**config.mk**
```make
export PLATFORM = sky130hd
export DESIGN_NAME = axi_rr_txn_arbiter
export DESIGN_NICKNAME = d
export VERILOG_FILES = /design/src/rtl/axi_rr_txn_arbiter.sv
export SDC_FILE = /design/constraint.sdc
export NUM_CORES = 1
export LEC_CHECK = 0
export CORE_MARGIN = 10
export CORE_UTILIZATION = 40
export DETAILED_ROUTE_END_ITERATION = 8
export PLACE_DENSITY = 0.72
export SLEW_MARGIN = 40
export SYNTH_ARGS = -nofsm -noshare
export SYNTH_HDL_FRONTEND = slang
export SYNTH_SLANG_ARGS = --single-unit
```
**constraint.sdc**
```tcl
create_clock -name ACLK -period 1.7 [get_ports ACLK]
set_input_delay 0.255 -clock ACLK [delete_from_list [all_inputs] [get_ports ACLK]]
set_output_delay 0.255 -clock ACLK [all_outputs]
set_load 0.05 [all_outputs]
```
**src/rtl/axi_rr_txn_arbiter.sv**
```systemverilog
// Round-robin owner arbiter for a shared AXI channel: a grant is held until txn_done,
// or until the watchdog forces release, then one dead cycle precedes the next grant.
module axi_rr_txn_arbiter #(
    parameter int unsigned NUM_MASTERS    = 2,
    parameter int unsigned IDX_W          = $clog2(NUM_MASTERS),
    parameter int unsigned TIMEOUT_CYCLES = 64
) (
    input  logic                   ACLK,
    input  logic                   ARESETN,
    input  logic [NUM_MASTERS-1:0] req,
    input  logic                   txn_done,
    output logic [NUM_MASTERS-1:0] grant,
    output logic [IDX_W-1:0]       grant_idx,
    output logic                   grant_valid,
    output logic                   timeout
);

    localparam int unsigned CNT_W = (TIMEOUT_CYCLES < 2) ? 1 : $clog2(TIMEOUT_CYCLES + 1);
    localparam logic [CNT_W-1:0] CNT_MAX  = CNT_W'(TIMEOUT_CYCLES);
    localparam logic [CNT_W-1:0] CNT_LAST = (TIMEOUT_CYCLES == 0) ? '0
                                                                  : CNT_W'(TIMEOUT_CYCLES - 1);
    localparam logic [IDX_W-1:0] LAST_IDX = IDX_W'(NUM_MASTERS - 1);

    typedef enum logic [1:0] {
        StIdle,
        StGrant,
        StRelease
    } state_e;

    state_e                 r_state;
    state_e                 w_state_d;
    logic [IDX_W-1:0]       r_ptr;
    logic [IDX_W-1:0]       w_ptr_d;
    logic [CNT_W-1:0]       r_cnt;
    logic [CNT_W-1:0]       w_cnt_d;
    logic [NUM_MASTERS-1:0] r_grant;
    logic [NUM_MASTERS-1:0] w_grant_d;
    logic [IDX_W-1:0]       r_grant_idx;
    logic [IDX_W-1:0]       w_grant_idx_d;
    logic                   r_grant_valid;
    logic                   w_grant_valid_d;
    logic                   r_timeout;
    logic                   w_timeout_d;

    logic                   w_any_req;
    logic                   w_sel_found;
    logic [IDX_W-1:0]       w_cand;
    logic [IDX_W-1:0]       w_sel_idx;
    logic [NUM_MASTERS-1:0] w_sel_onehot;
    logic                   w_wd_hit;
    logic                   w_release;

    assign w_any_req = |req;
    assign w_wd_hit  = (TIMEOUT_CYCLES != 0) && (r_cnt == CNT_LAST);
    assign w_release = txn_done || w_wd_hit;

    // First requester at or above ptr, wrapping around.
    always_comb begin
        w_sel_found = 1'b0;
        w_cand      = '0;
        w_sel_idx   = '0;
        for (int unsigned i = 0; i < NUM_MASTERS; i++) begin
            w_cand = IDX_W'((32'(r_ptr) + i) % NUM_MASTERS);
            if (!w_sel_found && req[w_cand]) begin
                w_sel_found = 1'b1;
                w_sel_idx   = w_cand;
            end
        end
        w_sel_onehot            = '0;
        w_sel_onehot[w_sel_idx] = 1'b1;
    end

    always_ff @(posedge ACLK or negedge ARESETN) begin
        if (!ARESETN) begin
            r_state <= StIdle;
        end else begin
            r_state <= w_state_d;
        end
    end

    always_comb begin
        w_state_d = r_state;
        unique case (r_state)
            StIdle:    if (w_any_req) w_state_d = StGrant;
            StGrant:   if (w_release) w_state_d = StRelease;
            StRelease: w_state_d = StIdle;
            default:   w_state_d = StIdle;
        endcase
    end

    always_comb begin
        w_grant_d       = r_grant;
        w_grant_idx_d   = r_grant_idx;
        w_grant_valid_d = r_grant_valid;
        w_timeout_d     = 1'b0;
        w_ptr_d         = r_ptr;
        w_cnt_d         = r_cnt;
        unique case (r_state)
            StIdle: begin
                if (w_any_req) begin
                    w_grant_d       = w_sel_onehot;
                    w_grant_idx_d   = w_sel_idx;
                    w_grant_valid_d = 1'b1;
                    w_cnt_d         = '0;
                end
            end
            StGrant: begin
                w_cnt_d = (r_cnt == CNT_MAX) ? r_cnt : r_cnt + 1'b1;
                if (w_release) begin
                    w_grant_d       = '0;
                    w_grant_valid_d = 1'b0;
                    w_ptr_d         = (r_grant_idx == LAST_IDX) ? '0 : r_grant_idx + 1'b1;
                    // A real completion in the same cycle suppresses the timeout flag.
                    w_timeout_d     = !txn_done;
                end
            end
            default: begin
            end
        endcase
    end

    always_ff @(posedge ACLK or negedge ARESETN) begin
        if (!ARESETN) begin
            r_ptr         <= '0;
            r_cnt         <= '0;
            r_grant       <= '0;
            r_grant_idx   <= '0;
            r_grant_valid <= 1'b0;
            r_timeout     <= 1'b0;
        end else begin
            r_ptr         <= w_ptr_d;
            r_cnt         <= w_cnt_d;
            r_grant       <= w_grant_d;
            r_grant_idx   <= w_grant_idx_d;
            r_grant_valid <= w_grant_valid_d;
            r_timeout     <= w_timeout_d;
        end
    end

    assign grant       = r_grant;
    assign grant_idx   = r_grant_idx;
    assign grant_valid = r_grant_valid;
    assign timeout     = r_timeout;

endmodule

```
## After elaboration in Yosys (flattened, before gate mapping)

Cells that the tools add are included.

- RAM bits: 0
- Bits in registers: 15
- Word-level logic and storage cells: 57
- Memories: 0
- Input bits: 5
- ROM bits: 0
- Latch bits: 0

- $mul: 0
- $add $sub $neg: 3
- Multiplexer cells: 24
- Magnitude comparators: 4
- Equal/unequal tests: 6
- Reduce and logical (&&, ||, !) cells: 13
- Shift-type cells: 0
- Div/mod/pow operators: 0
- Bitwise operators: 0

Operators with widths:

| kind | number |
|---|---|
| $mux 7 | 2 |
| $pmux 7 s2 | 1 |
| $mux 1 | 13 |
| $mux 2 | 4 |
| $pmux 2 s2 | 2 |
| $add 7x1->7 const B | 1 |
| $eq 7x6->1 const B | 1 |
| $eq 7x7->1 const B | 1 |
| $lt 1x2->1 const B | 3 |
| $ne 2x2->1 const B | 3 |
| $reduce_and 2->1 | 3 |
| $reduce_and 3->1 | 2 |
| $add 1x1->1 const B | 2 |
| $eq 2x1->1 const B | 1 |
| $logic_and 1x1->1 | 2 |
| $logic_not 1->1 | 2 |
| $logic_not 2->1 | 1 |
| $pmux 1 s2 | 1 |
| $reduce_bool 2->1 | 1 |
| $reduce_or 2->1 | 1 |
| $demux 1 s1 | 1 |
| $ge 1x1->1 const B | 1 |
| $logic_or 1x1->1 | 1 |

## Logic depth before layout (Yosys ltp)

Gate-level depths: netlist of run 1.

- Depth in word-level cells: 12
- Mapped depth: 5

## Least setup slack after synthesis of run 1

OpenSTA, ideal clock, no wires.

- Path kind: register -> register
- Start: register r_cnt[0]
- End: register r_ptr
- Period minus slack after synthesis: 1.580 ns
- Stages on the path, launching flop included: 6
- Library setup time: 0.125 ns
- Path slack: 0.120 ns
- Arrival: 1.455 ns
- Cells stage by stage: dfrtp_1 > ha_1 > and4b_4 > a2bb2o_4 > buf_6 > mux2_4

- Longest elaborated chain between the ends: 3

Ends and longest elaborated chain:

| item | line | source |
|---|---|---|
| from (decl) | 34 | `logic [CNT_W-1:0] r_cnt;` |
| from (signal assigned) | 132 | `r_cnt <= w_cnt_d;` |
| $eq 7x6->1 | 54 | `assign w_wd_hit = (TIMEOUT_CYCLES != 0) && (r_cnt == CNT_LAST);` |
| $logic_or 1x1->1 | 55 | `assign w_release = txn_done \|\| w_wd_hit;` |
| $reduce_and 2->1 (no line) | - |  |
| to (signal assigned) | 131 | `r_ptr <= w_ptr_d;` |
| to (decl) | 32 | `logic [IDX_W-1:0] r_ptr;` |

No other way between the ends.
A chain may end at the register's enable or synchronous reset.

## Worst setup path after layout of run 1

Ends and elaborated chain as after synthesis.

==> results of run 1 <==
## state kept, by name (all words and copies together) (netlist names)
signal,flops
r_ptr,1
grant_idx,1
grant_valid,1
r_cnt,7
grant,2
timeout,1
r_state,2
## cells in the mapped netlist (2+ instances only)
| cell type | number |
|---|---|
| dfrtp_1 | 15 |
| inv_1 | 8 |
| nand3_1 | 6 |
| o21ai_0 | 6 |
| nor2_1 | 5 |
| nand2b_1 | 3 |
| nor3_1 | 3 |
| o211ai_1 | 3 |
| o311ai_1 | 3 |
| and2_1 | 2 |
| buf_2 | 2 |
| buf_6 | 2 |
| ha_1 | 2 |
| mux2_2 | 2 |
| nand2_1 | 2 |
| nand4_1 | 2 |
| o31ai_1 | 2 |
## worst max-delay path: cells and delay by family, from the launching register on
family,cells,cell delay [ns]
flip-flops,1,0.39
multiplexers,1,0.29
AND/OR/NAND/NOR,1,0.21
adder cells (fa/ha/maj),1,0.24
AO/OA/AOI/OAI,1,0.24
## final timing paths
path / startpoint / to / slack (ns)
min reg2reg: r_ptr$_DFFE_PN0P_ / r_ptr$_DFFE_PN0P_ / 0.52
min in group ACLK: r_ptr$_DFFE_PN0P_ / r_ptr$_DFFE_PN0P_ / 0.52
max reg2reg: r_cnt[0]$_DFFE_PN0P_ / r_ptr$_DFFE_PN0P_ / 0.23
max: r_cnt[0]$_DFFE_PN0P_ / r_ptr$_DFFE_PN0P_ / 0.23
min: ARESETN / r_cnt[6]$_DFFE_PN0P_ / 0.27
max in group asynchronous: ARESETN / r_cnt[3]$_DFFE_PN0P_ / 1.25
## area by class of cell
type,instances,area [sq um],area share [%]
timing repair buffer,16,130.1,13.10
tap,27,33.78,3.401
inverter,8,30.03,3.023
clock buffer,3,22.52,2.267
multi-input combinational,55,396.6,39.92
sequential,15,375.4,37.78
clock inverter,1,5.005,0.5038
## cell families (layout without fill, tap and decap cells)
group                      count (synthesis)  after routing  synth area share (%)
buffers and inverters                     12             28                 7.496
muxes                                      3              3                 4.497
AOI/OAI and AO/OA                         20             20                 19.04
DFF                                       15             15                 44.98
and+or+nand+nor                           30             30                 20.99
adders and majority gates                  2              2                 2.998
## cells in the final DEF, fill, tap and decap left out, types with 3 or more instances in the layout
cell type / Yosys / routed
nand2b_1: 3 / 3
inv_1: 8 / 8
nor2_1: 5 / 5
clkdlybuf4s50_1: 0 / 4
buf_4: 0 / 12
nand3_1: 6 / 6
clkbuf_4: 0 / 3
o21ai_0: 6 / 6
nor3_1: 3 / 3
dfrtp_1: 15 / 15
o311ai_1: 3 / 3
o211ai_1: 3 / 3
## metrics by stage
| step | std cells | area (sq um) | setup WS, ns | utilization, % | hold slack, ns |
|---|---|---|---|---|---|
| 4_1_cts | 125 | 993.5 | 0.2282 | 50.13 | 0.2664 |
| 3_5_place_dp | 121 | 965.9 | 0.1069 | 48.74 | 0.5033 |
| 3_3_place_gp | 121 | 965.9 | 0.1510 | 48.74 | 0.5016 |
| 2_1_floorplan | 82 | 834.6 | 0.1198 | - | -0.04059 |
| 5_1_grt | 125 | 993.5 | 0.08730 | 50.13 | 0.2720 |
| 6_report | 125 | 993.5 | 0.2286 | 50.13 | 0.2717 |
## where the power goes
| part | leakage, nW | switching (W) | internal, W |
|---|---|---|---|
| clock network | 0.0177 | 0.000121 | 0.0000876 |
| logic | 0.243 | 0.000431 | 0.000310 |
| registers | 0.193 | 0.000108 | 0.000466 |
| total | 0.454 | 0.000660 | 0.000863 |
## layer usage
layer,up-vias,track usage (%),part of all wire [%],wire length [um]
met5,-,0,0,0
met4,0,3.743,1.1,19
met3,2,4.407,7.0,125
met2,23,14.73,48,858
met1,337,10.31,44,784
li1,332,-,-,-
==> reports/results.ini, run 1 <==
[sta]
slew_viol_final = 0
setup_viol = 0
worstMarginPinSlew_ns = 0.5133
timing.final.crit_share_pct = 86.55
hold_viol = 0
clock.fmax_ghz = 0.6796
rsz0062_at_grt = false
skew_ns = 0.005818
slew_headroom_pct = 65.52
tns_ns = 0
min_period_ns = 1.471

[floorplan]
fp.dieW_um = 65.68
start_util_pct = 42.11
die_y_um = 65.68
rows = 16
ios = 10
coreArea_sq_um = 1982
dieArea_sq_um = 4313

[power]
power.density_nw_per_um2 = 1533
ir_worst_vdd_mv = 1.348
power_leakage_nw = 0.4539
power_w = 0.001523

[setup_path]
critPathSlowestCell = dfrtp_1
start_kind = register
path_class = register to register
slowest_delay_ns = 0.39
cp.arrival_ns = 1.66
reg2regPathDepth = 4
crit_fanout = 5
required_ns = 1.89
end_kind = register
worstPathCellList = ha_1 -> and4b_4 -> a2bb2o_4 -> mux2_4

[clock_tree]
clkSinkCount = 15
clk_pin_slew_ns = 0.09
root_buffer = clkbuf_4
cts_buffer_depth = 2
cts_tree = done
clk_latency_ns = 0.29
cts_buffers = 3
hold_buffers = 0
cts_resized = 0
h-tree-depth = 1
cts_setup_buffers = 0

[synth]
yosys_warnings = 0
synth.area.top_cells = dfrtp_1 (45%), nand3_1 (3.6%), o21ai_0 (3.6%), inv_1 (3.6%), o311ai_1 (3.1%)
synth_nets = 89
ys_seq_area_share_pct = 44.98
async_flop_share_pct = 100.0
ys_seq_elements = 15
synth_top_cell_area_share_pct = 44.98
syn-cell-area_sq_um = 834.6
synth_area_leader_cell = dfrtp_1
avgSynthCellArea_sq_um = 10.18
ys_types = 31
synth-edff-count = 0
synth-main-ff-cell = dfrtp_1
synthCells = 82

[job]
maxCapViolations = 0

[routing]
drt_drc_violations_left = 0
wirelength_mm = 1.788
viasPerCell = 5.552
drt_iter0_markers = 10
ant_nets = 0
first_pass_iters = 4
vias = 694
wire_per_inst_um = 14.30

[global_routing]
antenna_found_initial = 0
grtUsageTotal_pct = 9.239
grt_max_degree = 16
grt_pass1_vias = 728
grt_overflow_total = 0
grt_pass1_wl_mm = 3.167

[finish]
diodes = 0
drive_above_1_share_pct = 24.49
syn2layout_area_growth_pct = 19.04
fillCellCount = 181
finalNetCount = 106

[placed_design]
routabilityCongestion = 0.8430
io_buffers = 9
dp_hpwl_mm = 1.371

[hold_path]
hp-class = input pin to asynchronous set/reset pin

[outcome]
outcome = complete, no violations

No activity file was read; power rests on OpenSTA's default activity.
==> run 2, diff against run 1 <==
- CORE_UTILIZATION: 40 -> 43
- PLACE_DENSITY: 0.72 -> 0.76
==> run 2 against run 1 <==
Clock-buffer cell count unchanged. Setup slack worse by 0.065 ns. Largest cell class unchanged. Critical path type unchanged. Non-clock buffer count fell by 2. Die area down 4.9%. Largest power group unchanged.
==> reports/results.ini, run 2 (synthesized netlist as in run 1, its figures left out) <==
[sta]
setup_viol = 0  ; unchanged
tns_ns = 0  ; unchanged
skew_ns = 0.008539  ; was 0.005818 ns
clock.fmax_ghz = 0.6508  ; was 0.6796 GHz
slew_headroom_pct = 66.66  ; was 65.52%
rsz0062_at_grt = false  ; unchanged
slew_viol_final = 0  ; unchanged
hold_viol = 0  ; unchanged
worstMarginPinSlew_ns = 0.4962  ; was 0.5133 ns
timing.final.crit_share_pct = 90.39  ; was 86.55%
min_period_ns = 1.537  ; was 1.471 ns

[power]
p_int_w = 0.0008380  ; was 0.0008635 W
power.density_nw_per_um2 = 1511  ; was 1533 nW/um^2
pwr-share-clk_pct = 14.1  ; was 13.7%
ir_worst_vdd_mv = 1.157  ; was 1.348 mV
power_leakage_nw = 0.4439  ; was 0.4539 nW
net-switching-power_w = 0.0006364  ; was 0.0006597 W
comb_power_share_pct = 45.7  ; was 48.7%
switching_share_pct = 43.16  ; was 43.31%
sequentialPowerShare_pct = 40.2  ; was 37.6%

[placed_design]
dp.cells = 117  ; was 121
io_buffers = 9  ; unchanged
routabilityCongestion = 0.8991  ; was 0.8430
dp_hpwl_mm = 1.213  ; was 1.371 mm

[setup_path]
critPathSlowestCell = dfrtp_1  ; unchanged
r2r_slack_ns = 0.16  ; was 0.23 ns
end_kind = register  ; unchanged
path_class = register to register  ; unchanged
start_kind = register  ; unchanged
worstPathCellList = ha_1 -> and4b_4 -> a2bb2o_4 -> mux2_4  ; unchanged
cp_num_buf_inv = 0  ; unchanged
crit_fanout = 5  ; unchanged
cp.arrival_ns = 1.71  ; was 1.66 ns
crit_family = flip-flops  ; unchanged
required_ns = 1.87  ; was 1.89 ns
slowest_delay_ns = 0.44  ; was 0.39 ns

[floorplan]
rows = 15  ; was 16
coreArea_sq_um = 1783  ; was 1982 sq um
ios = 10  ; unchanged
fp.dieW_um = 64.06  ; was 65.68 um
dieArea_sq_um = 4103  ; was 4313 sq um
die_y_um = 64.06  ; was 65.68 um
start_util_pct = 46.81  ; was 42.11%

[clock_tree]
cts_buffer_depth = 2  ; unchanged
hold_buffers = 0  ; unchanged
cts_resized = 0  ; unchanged
clk_pin_slew_ns = 0.10  ; was 0.09 ns
cts_setup_buffers = 0  ; unchanged
clkSinkCount = 15  ; unchanged
clk_latency_ns = 0.29  ; about the same
root_buffer = clkbuf_4  ; unchanged
cts_buffers = 3  ; unchanged
cts_tree = done  ; unchanged
h-tree-depth = 1  ; unchanged

[routing]
first_pass_iters = 4  ; unchanged
vias = 660  ; was 694
wirelength_mm = 1.651  ; was 1.788 mm
drt_drc_violations_left = 0  ; unchanged
viasPerCell = 5.455  ; was 5.552
wire_per_inst_um = 13.64  ; was 14.30 um
ant_nets = 0  ; unchanged
drt_iter0_markers = 14  ; was 10

[finish]
layout_common_cells = dfrtp_1 (15), buf_4 (10), inv_1 (8), nand3_1 (6), o21ai_0 (6)  ; was dfrtp_1 (15), buf_4 (12), inv_1 (8), nand3_1 (6), o21ai_0 (6)
drive_above_1_share_pct = 22.92  ; was 24.49%
largest_reg_flops = 7  ; unchanged
regMostFlops = r_cnt  ; unchanged
syn2layout_area_growth_pct = 16.94  ; was 19.04%
diodes = 0  ; unchanged
layout.cells.non_filler = 121  ; was 125
final_common_cell = dfrtp_1  ; unchanged
fillCellCount = 180  ; was 181
finalNetCount = 104  ; was 106

[global_routing]
grt_max_degree = 16  ; unchanged
grtUsageTotal_pct = 8.656  ; was 9.239%
grt_pass1_vias = 662  ; was 728
antenna_found_initial = 0  ; unchanged
grt_pass1_wl_mm = 2.863  ; was 3.167 mm
grt_overflow_total = 0  ; unchanged

[outcome]
outcome = complete, no violations  ; unchanged

[hold_path]
hp-class = input pin to asynchronous set/reset pin  ; unchanged

[job]
maxCapViolations = 0  ; unchanged

[run 2: changes by cell type in the layout (fill, tap and decap cells not counted), sizes merged]
cell / previous run / this run
buf: 12 / 10
[run 2: worst reg2reg max path: cells and delay by family (launching register included)]
family / cells / cell delay [ns]
DFF: 1 / 0.44
muxes: 1 / 0.29
adders and majority gates: 1 / 0.24
AOI/OAI and AO/OA: 1 / 0.24
and+or+nand+nor: 1 / 0.21
[run 2: area by class of cell]
class / instances / area [sq um] / share of cell area [%]
clock inverters: 1 / 5.005 / 0.5128
multi-input cells: 55 / 396.6 / 40.64
repair buffers: 14 / 115.1 / 11.79
clock buffers: 3 / 22.52 / 2.308
inverters: 8 / 30.03 / 3.077
well taps: 25 / 31.28 / 3.205
flip-flops and latches: 15 / 375.4 / 38.46
[run 2: power by group through the flow]
stage          clock network (W)  logic (W)  registers [W]
6_report                0.000207   0.000674       0.000593
5_1_grt                 0.000231   0.000745       0.000621
4_1_cts                 0.000214   0.000682       0.000594
3_5_place_dp                   0   0.000680       0.000600
3_3_place_gp                   0   0.000669       0.000597
2_1_floorplan                  0   0.000403       0.000696
[run 2: path summary, 6_finish.rpt]
kind,from,endpoint,cells after the start
worst max-delay path,r_cnt[1]$_DFFE_PN0P_,r_ptr$_DFFE_PN0P_,4
worst min-delay path,ARESETN,r_cnt[2]$_DFFE_PN0P_,2
worst max register to register,r_cnt[1]$_DFFE_PN0P_,r_ptr$_DFFE_PN0P_,4
worst min register to register,r_ptr$_DFFE_PN0P_,r_ptr$_DFFE_PN0P_,1
max in group asynchronous,ARESETN,r_cnt[0]$_DFFE_PN0P_,2
min in group ACLK,r_ptr$_DFFE_PN0P_,r_ptr$_DFFE_PN0P_,1
[run 2: per-layer routing]
metal / part of all wire (%) / GRT usage, %
met1: 49 / 10.65
met2: 45 / 12.81
met3: 4.1 / 2.962
met4: 1.4 / 4.918
met5: 0 / 0
[run 2: stage by stage]
stage	total power (W)	hold WS (ns)	setup slack, ns	area [sq um]	utilization (%)
after floorplan	0.001099	-0.04059	0.1198	834.6	-
after global placement	0.001266	0.4965	0.1415	948.4	53.19
after detailed placement	0.001281	0.4895	0.1158	948.4	53.19
after CTS	0.001489	0.2838	0.1659	975.9	54.74
after global routing	0.001597	0.2782	0.01844	975.9	54.74
final	0.001474	0.2747	0.1634	975.9	54.74
==> run 3, diff against run 2 <==
- CTS_CLUSTER_DIAMETER: not set -> 120
==> results of run 3 <==
The final DEF is identical to that of run 2; final timing and power are the same.
